--- src/rtl/alu_wide_add_seq_pkg.sv ---
// Shared definitions for the wide ADD/ADDX sequencer: default Alu width and
// the sequencer state encoding.
package alu_wide_add_seq_pkg;

  localparam int unsigned BITS_DEFAULT = 16;

  localparam logic [2:0] ST_IDLE = 3'd0;  // waiting for start
  localparam logic [2:0] ST_LO   = 3'd1;  // a_lo + b_lo
  localparam logic [2:0] ST_LO_X = 3'd2;  // lo_sum + 1 (X carry-in)
  localparam logic [2:0] ST_HI   = 3'd3;  // a_hi + b_hi
  localparam logic [2:0] ST_HI_C = 3'd4;  // hi_sum + 1 (carry from low half)

endpackage

--- src/rtl/alu_wide_add_seq.sv ---
// Word/long ADD and ADDX sequencer driving a shared bits-wide Alu that has no
// carry-in. Carries (X and low->high) are applied as extra +1 passes; flags
// are accumulated per half with 68000 semantics.
module alu_wide_add_seq
  import alu_wide_add_seq_pkg::*;
#(
  parameter int unsigned bits = BITS_DEFAULT
) (
  input  logic              clk,
  input  logic              reset,
  input  logic              start,
  input  logic              long_op,
  input  logic              use_x,
  input  logic              x_in,
  input  logic              z_in,
  input  logic [2*bits-1:0] a_in,
  input  logic [2*bits-1:0] b_in,
  output logic              busy,
  output logic              done,
  output logic [2*bits-1:0] result,
  output logic              c_out,
  output logic              z_out,
  output logic              v_out,
  output logic              n_out,
  output logic [bits-1:0]   alu_a,
  output logic [bits-1:0]   alu_b,
  input  logic [bits-1:0]   alu_o,
  input  logic              alu_c,
  input  logic              alu_z,
  input  logic              alu_v,
  input  logic              alu_n
);

  localparam logic [bits-1:0] ONE = {{(bits-1){1'b0}}, 1'b1};

  logic [2:0]        state_q,   state_d;
  logic [bits-1:0]   a_hi_q,    a_hi_d;
  logic [bits-1:0]   b_hi_q,    b_hi_d;
  logic [bits-1:0]   lo_sum_q,  lo_sum_d;
  logic              long_q,    long_d;
  logic              use_x_q,   use_x_d;
  logic              x_q,       x_d;
  logic              zin_q,     zin_d;
  logic              carry_q,   carry_d;
  logic              ovf_q,     ovf_d;
  logic [bits-1:0]   alu_a_q,   alu_a_d;
  logic [bits-1:0]   alu_b_q,   alu_b_d;
  logic              busy_q,    busy_d;
  logic              done_q,    done_d;
  logic [2*bits-1:0] result_q,  result_d;
  logic              c_q, c_d, z_q, z_d, v_q, v_d, n_q, n_d;

  logic fin, fin_long, fin_c, fin_v, fin_zero;

  // Next-state: one Alu pass per clock, finishing writes result and flags.
  // carry_q/ovf_q are reused per half: on entry to HI they still hold the
  // low-half carry that decides whether HI_C is needed.
  always_comb begin
    state_d  = state_q;
    a_hi_d   = a_hi_q;
    b_hi_d   = b_hi_q;
    lo_sum_d = lo_sum_q;
    long_d   = long_q;
    use_x_d  = use_x_q;
    x_d      = x_q;
    zin_d    = zin_q;
    carry_d  = carry_q;
    ovf_d    = ovf_q;
    alu_a_d  = alu_a_q;
    alu_b_d  = alu_b_q;
    busy_d   = busy_q;
    done_d   = 1'b0;
    result_d = result_q;
    c_d      = c_q;
    z_d      = z_q;
    v_d      = v_q;
    n_d      = n_q;
    fin      = 1'b0;
    fin_long = 1'b0;
    fin_c    = 1'b0;
    fin_v    = 1'b0;
    fin_zero = 1'b0;

    case (state_q)
      ST_IDLE: begin
        if (start) begin
          a_hi_d  = a_in[2*bits-1:bits];
          b_hi_d  = b_in[2*bits-1:bits];
          long_d  = long_op;
          use_x_d = use_x;
          x_d     = x_in;
          zin_d   = z_in;
          alu_a_d = a_in[bits-1:0];
          alu_b_d = b_in[bits-1:0];
          busy_d  = 1'b1;
          state_d = ST_LO;
        end
      end
      ST_LO: begin
        lo_sum_d = alu_o;
        carry_d  = alu_c;
        ovf_d    = alu_v;
        if (use_x_q && x_q) begin
          alu_a_d = alu_o;
          alu_b_d = ONE;
          state_d = ST_LO_X;
        end else if (long_q) begin
          alu_a_d = a_hi_q;
          alu_b_d = b_hi_q;
          state_d = ST_HI;
        end else begin
          fin   = 1'b1;
          fin_c = alu_c;
          fin_v = alu_v;
        end
      end
      ST_LO_X: begin
        lo_sum_d = alu_o;
        carry_d  = carry_q | alu_c;
        ovf_d    = ovf_q ^ alu_v;
        if (long_q) begin
          alu_a_d = a_hi_q;
          alu_b_d = b_hi_q;
          state_d = ST_HI;
        end else begin
          fin   = 1'b1;
          fin_c = carry_q | alu_c;
          fin_v = ovf_q ^ alu_v;
        end
      end
      ST_HI: begin
        carry_d = alu_c;
        ovf_d   = alu_v;
        if (carry_q) begin
          alu_a_d = alu_o;
          alu_b_d = ONE;
          state_d = ST_HI_C;
        end else begin
          fin      = 1'b1;
          fin_long = 1'b1;
          fin_c    = alu_c;
          fin_v    = alu_v;
        end
      end
      ST_HI_C: begin
        fin      = 1'b1;
        fin_long = 1'b1;
        fin_c    = carry_q | alu_c;
        fin_v    = ovf_q ^ alu_v;
      end
      default: begin
        state_d = ST_IDLE;
        busy_d  = 1'b0;
      end
    endcase

    if (fin) begin
      state_d  = ST_IDLE;
      busy_d   = 1'b0;
      done_d   = 1'b1;
      result_d = fin_long ? {alu_o, lo_sum_q} : {a_hi_q, alu_o};
      fin_zero = alu_z & (!fin_long || (lo_sum_q == '0));
      c_d      = fin_c;
      v_d      = fin_v;
      n_d      = alu_n;
      z_d      = use_x_q ? (zin_q & fin_zero) : fin_zero;
    end
  end

  // State and output registers, cleared asynchronously.
  always_ff @(posedge clk or posedge reset) begin
    if (reset) begin
      state_q  <= ST_IDLE;
      a_hi_q   <= '0;
      b_hi_q   <= '0;
      lo_sum_q <= '0;
      long_q   <= 1'b0;
      use_x_q  <= 1'b0;
      x_q      <= 1'b0;
      zin_q    <= 1'b0;
      carry_q  <= 1'b0;
      ovf_q    <= 1'b0;
      alu_a_q  <= '0;
      alu_b_q  <= '0;
      busy_q   <= 1'b0;
      done_q   <= 1'b0;
      result_q <= '0;
      c_q      <= 1'b0;
      z_q      <= 1'b0;
      v_q      <= 1'b0;
      n_q      <= 1'b0;
    end else begin
      state_q  <= state_d;
      a_hi_q   <= a_hi_d;
      b_hi_q   <= b_hi_d;
      lo_sum_q <= lo_sum_d;
      long_q   <= long_d;
      use_x_q  <= use_x_d;
      x_q      <= x_d;
      zin_q    <= zin_d;
      carry_q  <= carry_d;
      ovf_q    <= ovf_d;
      alu_a_q  <= alu_a_d;
      alu_b_q  <= alu_b_d;
      busy_q   <= busy_d;
      done_q   <= done_d;
      result_q <= result_d;
      c_q      <= c_d;
      z_q      <= z_d;
      v_q      <= v_d;
      n_q      <= n_d;
    end
  end

  assign busy   = busy_q;
  assign done   = done_q;
  assign result = result_q;
  assign c_out  = c_q;
  assign z_out  = z_q;
  assign v_out  = v_q;
  assign n_out  = n_q;
  assign alu_a  = alu_a_q;
  assign alu_b  = alu_b_q;

endmodule

--- config.mk ---
export PLATFORM = sky130hd
export DESIGN_NAME = alu_wide_add_seq
export DESIGN_NICKNAME = d
export VERILOG_FILES = /design/src/rtl/alu_wide_add_seq_pkg.sv /design/src/rtl/alu_wide_add_seq.sv
export SDC_FILE = /design/constraint.sdc
export NUM_CORES = 1
export LEC_CHECK = 0
export CORE_MARGIN = 4
export CORE_UTILIZATION = 45
export DETAILED_ROUTE_END_ITERATION = 10
export PLACE_DENSITY_LB_ADDON = 0.15
export REMOVE_ABC_BUFFERS = 1
export SYNTH_ARGS = -nofsm -noshare
export SYNTH_HDL_FRONTEND = slang
export SYNTH_SLANG_ARGS = --single-unit
--- constraint.sdc ---
create_clock -name clk -period 5.8 [get_ports clk]
set_input_delay 1.16 -clock clk [delete_from_list [all_inputs] [get_ports clk]]
set_output_delay 1.16 -clock clk [all_outputs]
set_load 0.01 [all_outputs]
==> results of run 1 <==
==> worst register-to-register path, stage by stage (launching register included) <==
cell and delay [ns]:
dfrtp_2 0.97, nor3b_1 0.49, a31oi_4 0.04, buf_4 0.33, o31ai_4 0.22, buf_4 0.48
mux2_2 0.41
==> per-layer routing <==
layer | up-vias | GRT usage [%] | wire length [um]
li1 | 2195 | - | -
met1 | 2337 | 29.9 | 7090
met2 | 161 | 36.0 | 8070
met3 | 14 | 6.49 | 1220
met4 | 0 | 8.01 | 188
met5 | - | 0 | 0
==> worst paths after layout <==
| kind | start | end | slack (ns) | cells after the start |
|---|---|---|---|---|
| worst max register to register | state_q[2]$_DFFE_PP0P_ | result[3]$_DFFE_PP0P_ | 2.75 | 6 |
| max in group asynchronous | reset | state_q[2]$_DFFE_PP0P_ | 3.60 | 3 |
| worst max-delay path | state_q[2]$_DFFE_PP0P_ | result[3]$_DFFE_PP0P_ | 2.75 | 6 |
| min in group asynchronous | reset | long_q$_DFFE_PP0P_ | 1.09 | 2 |
| worst min-delay path | result[14]$_DFFE_PP0P_ | result[14]$_DFFE_PP0P_ | 0.50 | 1 |
| worst min register to register | result[14]$_DFFE_PP0P_ | result[14]$_DFFE_PP0P_ | 0.50 | 1 |
==> report_power, final <==
| group | internal (mW) | switching [mW] |
|---|---|---|
| Sequential | 1.35 | 0.320 |
| Clock | 0.591 | 0.351 |
| Combinational | 1.31 | 1.12 |
==> cells in the mapped netlist, types with 3 or more instances <==
library cell	n	area [um2]
nand2_1	34	128
nand2b_1	5	31.3
mux2i_1	18	180
clkbuf_1	20	75.1
buf_2	12	60.1
dfrtp_1	127	3180
o21ai_1	3	15.0
a2bb2oi_1	15	131
nor2_1	25	93.8
inv_1	19	71.3
o21ai_0	48	240
nor4_1	4	25.0
a221oi_1	16	140
mux2_2	103	1160
a21oi_1	19	95.1
buf_6	3	33.8
a211o_1	15	131
nor3_1	4	20.0
==> layout make-up <==
class / instances / share of cell area (%)
Sequential cell: 127 / 38.3
Multi-Input combinational cell: 338 / 32.0
Timing Repair Buffer: 168 / 20.0
Clock buffer: 27 / 6.17
Tap cell: 176 / 2.65
Inverter: 19 / 0.888
Clock inverter: 1 / 0.0602
==> metrics by stage <==
stage,instances,hold slack (ns),setup WS (ns),total power [mW]
floorplan,484,0.472,1.26,3.10
global placement,828,0.485,2.62,4.05
detailed placement,828,0.495,2.52,4.13
CTS,856,0.507,2.74,5.10
global route,856,0.525,2.57,5.40
finish,856,0.500,2.75,5.05
==> sequential cells by signal, summed over array words and instances, names as in the netlist, 3 cells and up <==
name and count:
result 32, a_hi_q 16, alu_a 16, alu_b 16
b_hi_q 16, lo_sum_q 16, state_q 3
==> logic make-up (layout without fill, tap and decap cells) <==
logic type,count (synthesis),in the layout,synth area share (%)
AOI/OAI and AO/OA,131,131,14.9
DFF,127,127,52.4
muxes,121,121,22.1
and+or+nand+nor,85,85,6.31
buffers and inverters,57,215,4.21
xor gates and xnor gates,1,1,0.144
==> results.toml, run 1 <==
[outcome]
status = "completed"

[global_route]
grt_max_degree = 59
antenna_found_initial = 0
grt.total_usage_pct = 22.7
grt_overflow = 0
grt_pass1_vias = 4901
grt_pass1_wl_um = 26100

[synthesis]
synth-warning-count = 0
synth_area_um2 = 6070
yosysSeqAreaShare_pct = 52.4
synth_cells = 522
synth_cell_types = 45
ys_async_sr_fraction_pct = 100
ys.flop_type = "dfrtp_1"
synth_area_per_cell_um2 = 11.6
synth_edf_count = 0
synth_seq_cells = 127

[timing]
slew_headroom_pct = 22.5
finalMaxSlewViolations = 0
rsz0062_at_grt = "false"
worst_slew_pin_slew_ns = 1.16
finalSetupViolCount = 0
hold_viol_final = 0
max_freq_mhz = 328
fin_crit_ns = 3.05
fin_skew_ns = 0.00829
fin_crit_sh_pct = 52.6
fin_tns_setup_ns = 0

[worst_setup_path]
cp_slowest_cell = "dfrtp_2"
required_ns = 6.10
cp_num_buf_inv = 2
crit_type = "reg2reg"
cpMostUsedCell = "buf_4"
crit_arrival_ns = 3.35
slowest_delay_ns = 0.97
crit_family = "flip-flops"
worst-path-max-fanout = 45
cp-start-kind = "flop"
path_cells = "nor3b_1, a31oi_4, buf_4, o31ai_4, buf_4, mux2_2"
cp-end-kind = "flop"

[clock_tree]
insertion_delay_ns = 0.42
path_clk_slew_ns = 0.05
postCtsHoldBufs = 0
clkSinkCount = 127
cts_htree_levels = 4
ctsResizeCount = 0
cts_root_buffer = "clkbuf_16"
post-cts-setup-buffer-count = 0
cts_tree = "built"
cts_buffers = 17
cts_buffer_depth = 2

[die]
core_area_um2 = 13200
row_count = 42
die_h_um = 124
die_w_um = 124
io_pins = 161
start_util_pct = 45.8
die_area_um2 = 15400

[final_layout]
synthToLayoutAreaGrowth_pct = 37.0
nets = 762
final_cell_mix = "clkdlybuf4s50_1, dfrtp_1, mux2_2"
layout_commonest_cell = "clkdlybuf4s50_1"
multi_input_area_um2 = 2660
seqCellArea_um2 = 3180
drive_gt1_share_pct = 21.5
antenna_cells = 0
utilization_pct = 62.8
fin_area_um2 = 8310
nFillCells = 1099

[drt]
drtAntennaViolNets = 0
viasPerCell = 5.50
drtIter0Drc = 353
dr_total_vias = 4707
drt-pass1-iter-count = 4
post-route-drc-count = 0
totalWireLength_um = 16600
post_drt_wl_per_cell_um = 19.4

[power]
vdd_drop_max_mv = 0.297
pwr_density_cell_nw_per_um2 = 608
p_leak_nw = 3.45

[placement]
hpwl_um = 11100
place_area_um2 = 7790
portBuffers = 160
gp_congestion = 0.828

[hold_path]
worstHoldPathType = "reg2reg"

[job]
cap_violations = 0
Note: power is estimated with default switching activity, not from simulation.
==> run 2: changes to the inputs <==
CORE_UTILIZATION = 44   (was 45)
clock period = 2.6 ns   (was 5.8 ns; I/O delays follow)
==> results.toml, run 2 (synthesis gave the netlist of run 1 again) <==
[timing]
hold_viol_final = 0
fin_crit_sh_pct = 82.8
fin_tns_setup_ns = 0
rsz0062_at_grt = "false"
finalSetupViolCount = 0
slew_headroom_pct = 44.5
finalMaxSlewViolations = 0
max_freq_mhz = 464
fin_skew_ns = 0.00678
fin_crit_ns = 2.15
worst_slew_pin_slew_ns = 0.830

[worst_setup_path]
cp-end-kind = "flop"
reg2reg_setup_slack_ns = 0.45
worst-path-max-fanout = 19
cp-start-kind = "flop"
crit_type = "reg2reg"
r2r_end = "result[10]$_DFFE_PP0P_"
ff2ff_path_depth = 6
crit_arrival_ns = 2.44
r2r-start = "state_q[0]$_DFFE_PP0P_"
required_ns = 2.89

[die]
die_area_um2 = 15700
die_h_um = 125
start_util_pct = 45.5
core_area_um2 = 13300
die_w_um = 125
io_pins = 161
row_count = 42

[final_layout]
layout_commonest_cell = "clkdlybuf4s50_1"
final_cell_mix = "clkdlybuf4s50_1, dfrtp_1, mux2_2"
synthToLayoutAreaGrowth_pct = 40.6
antenna_cells = 0
drive_gt1_share_pct = 24.0
largest_reg_flops = 32
nets = 779

[job]
cap_violations = 0

[drt]
met3WireLength_um = 890
viasPerCell = 5.53
routed-wl-met2_um = 8610
topRoutingLayerUsed = "met4"
post_drt_wl_per_cell_um = 19.4
drt-pass1-iter-count = 4
dr_total_vias = 4838
post-route-drc-count = 0
drtAntennaViolNets = 0
totalWireLength_um = 17000
met1Wirelength_um = 7310
drtIter0Drc = 287

[clock_tree]
insertion_delay_ns = 0.41
path_clk_slew_ns = 0.06
cts_root_buffer = "clkbuf_16"
cts_tree = "built"
postCtsHoldBufs = 0
cts_buffers = 17
post-cts-setup-buffer-count = 0
cts_htree_levels = 4
cts_buffer_depth = 2
clkSinkCount = 127
ctsResizeCount = 0

[power]
finalPower_mw = 11.7
pwr_density_cell_nw_per_um2 = 1370
vdd_drop_max_mv = 0.627
p_leak_nw = 3.57

[placement]
hpwl_um = 12000
portBuffers = 160
gp_congestion = 0.795

[hold_path]
worstHoldPathType = "in2async"

[global_route]
grt_overflow = 0
grt_max_degree = 70
antenna_found_initial = 0
grt.total_usage_pct = 21.9
grt_pass1_vias = 5191
grt_pass1_wl_um = 27500

[outcome]
status = "completed"
run 2: worst max-delay path, stage by stage (launching register included):
cell and delay (ns):
dfrtp_1 0.51, nor3b_1 0.44, a31oi_4 0.07, buf_4 0.22, o31ai_4 0.07, buf_4 0.33, mux2_2 0.38
run 2: power by group:
group	leakage [nW]	switching, mW	internal (mW)
Sequential	1.51	0.740	3.02
Clock	0.278	0.826	1.42
Combinational	1.78	2.55	3.10
run 2: cell type report:
type,count,area [um2]
Clock buffer,24,502
Tap cell,176,220
Inverter,19,73.8
Sequential cell,127,3180
Clock inverter,6,57.6
Fill cell,1078,4820
Timing Repair Buffer,185,1840
Multi-Input combinational cell,338,2660
run 2: worst max-delay path by stage:
stage | cells past startpoint | slack (ns) | startpoint | end
floorplan | 1 | -1.30 | reset | a_hi_q[0]$_DFFE_PP0P_
global placement | 4 | 0.50 | start | long_q$_DFFE_PP0P_
detailed placement | 6 | 0.47 | start | alu_b[3]$_DFFE_PP0P_
CTS | 6 | 0.46 | state_q[0]$_DFFE_PP0P_ | result[10]$_DFFE_PP0P_
global route | 6 | 0.31 | state_q[0]$_DFFE_PP0P_ | alu_b[3]$_DFFE_PP0P_
finish | 6 | 0.45 | state_q[0]$_DFFE_PP0P_ | result[10]$_DFFE_PP0P_
run 2: routing by layer:
layer  vias to the layer above  GRT usage [%]
li1                       2226              -
met1                      2436           27.4
met2                       159           37.8
met3                        17           5.25
met4                         0           6.63
met5                         -              0
run 2: metrics by stage:
stage / instances / util [%] / worst slack (ns) / hold slack, ns / cell area, um2
floorplan: 484 / - / -1.30 / 0.472 / 5880
global placement: 845 / 59.7 / 0.502 / 0.486 / 7970
detailed placement: 845 / 59.7 / 0.466 / 0.492 / 7970
CTS: 875 / 63.9 / 0.456 / 0.338 / 8530
global route: 875 / 63.9 / 0.311 / 0.347 / 8530
finish: 875 / 63.9 / 0.446 / 0.344 / 8530
==> run 3: changes to the inputs <==
clock period = 1.9 ns   (was 2.6 ns; I/O delays follow)
==> results.toml, run 3 (synthesis gave the netlist of run 1 again) <==
[drt]
post-route-drc-count = 0
totalWireLength_um = 17900
drt-pass1-iter-count = 5
drtAntennaViolNets = 0
drtIter0Drc = 309
post_drt_wl_per_cell_um = 19.8
dr_total_vias = 4945
viasPerCell = 5.46

[die]
io_pins = 161
die_area_um2 = 15700
die_w_um = 125
die_h_um = 125
row_count = 42
core_area_um2 = 13300
start_util_pct = 45.5

[power]
p_leak_nw = 3.80
vdd_drop_max_mv = 0.889
pwr_density_cell_nw_per_um2 = 1900
finalPower_mw = 16.9

[global_route]
grt_max_degree = 41
grt_overflow = 0
grt_pass1_wl_um = 27700
grt.total_usage_pct = 22.3
grt_pass1_vias = 5195
antenna_found_initial = 0

[worst_setup_path]
cp-start-kind = "flop"
required_ns = 2.20
ff2ff_path_depth = 7
slowest_delay_ns = 0.46
reg2reg_setup_slack_ns = -0.04
r2r_end = "result[19]$_DFFE_PP0P_"
critPathCapture = "result[19]$_DFFE_PP0P_"
path_cells = "buf_6, nand2b_4, o21a_1, o31ai_4, buf_12, clkbuf_16, mux2_2"
cp-end-kind = "flop"
worst-path-max-fanout = 9
r2r-start = "state_q[0]$_DFFE_PP0P_"
cp_slowest_cell = "dfrtp_2"
crit_arrival_ns = 2.24
crit_type = "reg2reg"
critPathLaunch = "state_q[0]$_DFFE_PP0P_"

[timing]
fin_skew_ns = 0.00680
holdWs_ns = 0.322
rsz0062_at_grt = "true"
fin_crit_ns = 1.94
worst_slew_pin_slew_ns = 0.563
setup_ws_ns = -0.0404
finalSetupViolCount = 33
fin_crit_sh_pct = 102
finalMaxSlewViolations = 0
max_freq_mhz = 515
fin_tns_setup_ns = -0.569
hold_viol_final = 0
slew_headroom_pct = 62.3

[final_layout]
final_cell_count_no_fill = 906
nFillCells = 1027
layout_commonest_cell = "clkdlybuf4s50_1"
drive_gt1_share_pct = 27.9
utilization_pct = 66.9
antenna_cells = 0
multi_input_area_um2 = 2740
seqCellArea_um2 = 3180
nets = 810
synthToLayoutAreaGrowth_pct = 47.3
largest_reg_flops = 32
final_cell_mix = "clkdlybuf4s50_1, dfrtp_1, mux2_2"
fin_area_um2 = 8930

[clock_tree]
clkSinkCount = 127
path_clk_slew_ns = 0.05
cts_buffer_depth = 2
cts_tree = "built"
cts_htree_levels = 4
insertion_delay_ns = 0.41
postCtsHoldBufs = 0
cts_root_buffer = "clkbuf_16"
cts_buffers = 17

[outcome]
failed_checks = "setup timing"
status = "complete, but fails checks"

[placement]
portBuffers = 160
dp.cells = 866
gp_congestion = 0.928
dp_slack_ns = -0.118
place_area_um2 = 8190
hpwl_um = 12500

[hold_path]
worstHoldPathType = "in2async"

[job]
cap_violations = 0
==> run 3: cell count changes in the layout (fill, tap and decap cells not counted), sizes merged <==
cell / delta
clkbuf: +3
buf: +29
bufinv: -1
==> run 3: timing repair <==
| item | CTS | global route |
|---|---|---|
| setup endpoints to repair | 49 | 62 |
| pin swaps | 0 | 2 |
| resized for setup | 3 | 21 |
| setup buffers | 0 | 8 |
| cloned | 0 | 2 |
==> run 3: worst min path at each step <==
stage | startpoint | end
after floorplan | zin_q$_DFFE_PP0P_ | zin_q$_DFFE_PP0P_
after global routing | reset | alu_b[11]$_DFFE_PP0P_
after CTS | reset | b_hi_q[11]$_DFFE_PP0P_
after detailed placement | result[27]$_DFFE_PP0P_ | result[27]$_DFFE_PP0P_
final | reset | b_hi_q[11]$_DFFE_PP0P_
after global placement | zin_q$_DFFE_PP0P_ | zin_q$_DFFE_PP0P_
==> run 3: worst max-delay path: cells and delay by family, from the launching register on <==
kind,cells,cell delay [ns]
simple gates,1,0.05
flops,1,0.46
buf+inv,3,0.48
compound gates,2,0.49
mux,1,0.33
==> run 3: metal layers <==
metal	up-vias	routed length [um]	track usage (%)
li1	2283	-	-
met1	2461	7810	28.4
met2	176	8710	36.1
met3	25	1130	7.76
met4	0	244	6.19
met5	-	0	0
==> run 3: layout make-up <==
| cell class | instances | area share (%) |
|---|---|---|
| Clock buffer | 25 | 5.66 |
| Inverter | 19 | 0.826 |
| Multi-Input combinational cell | 338 | 30.6 |
| Tap cell | 176 | 2.46 |
| Sequential cell | 127 | 35.6 |
| Timing Repair Buffer | 216 | 24.5 |
| Clock inverter | 5 | 0.350 |
==> run 3: power breakdown <==
group	switching (mW)	leakage [nW]	total [mW]	internal, mW
registers	0.928	1.51	5.07	4.14
logic	3.91	2.02	8.91	5.00
clock network	1.13	0.265	2.95	1.82
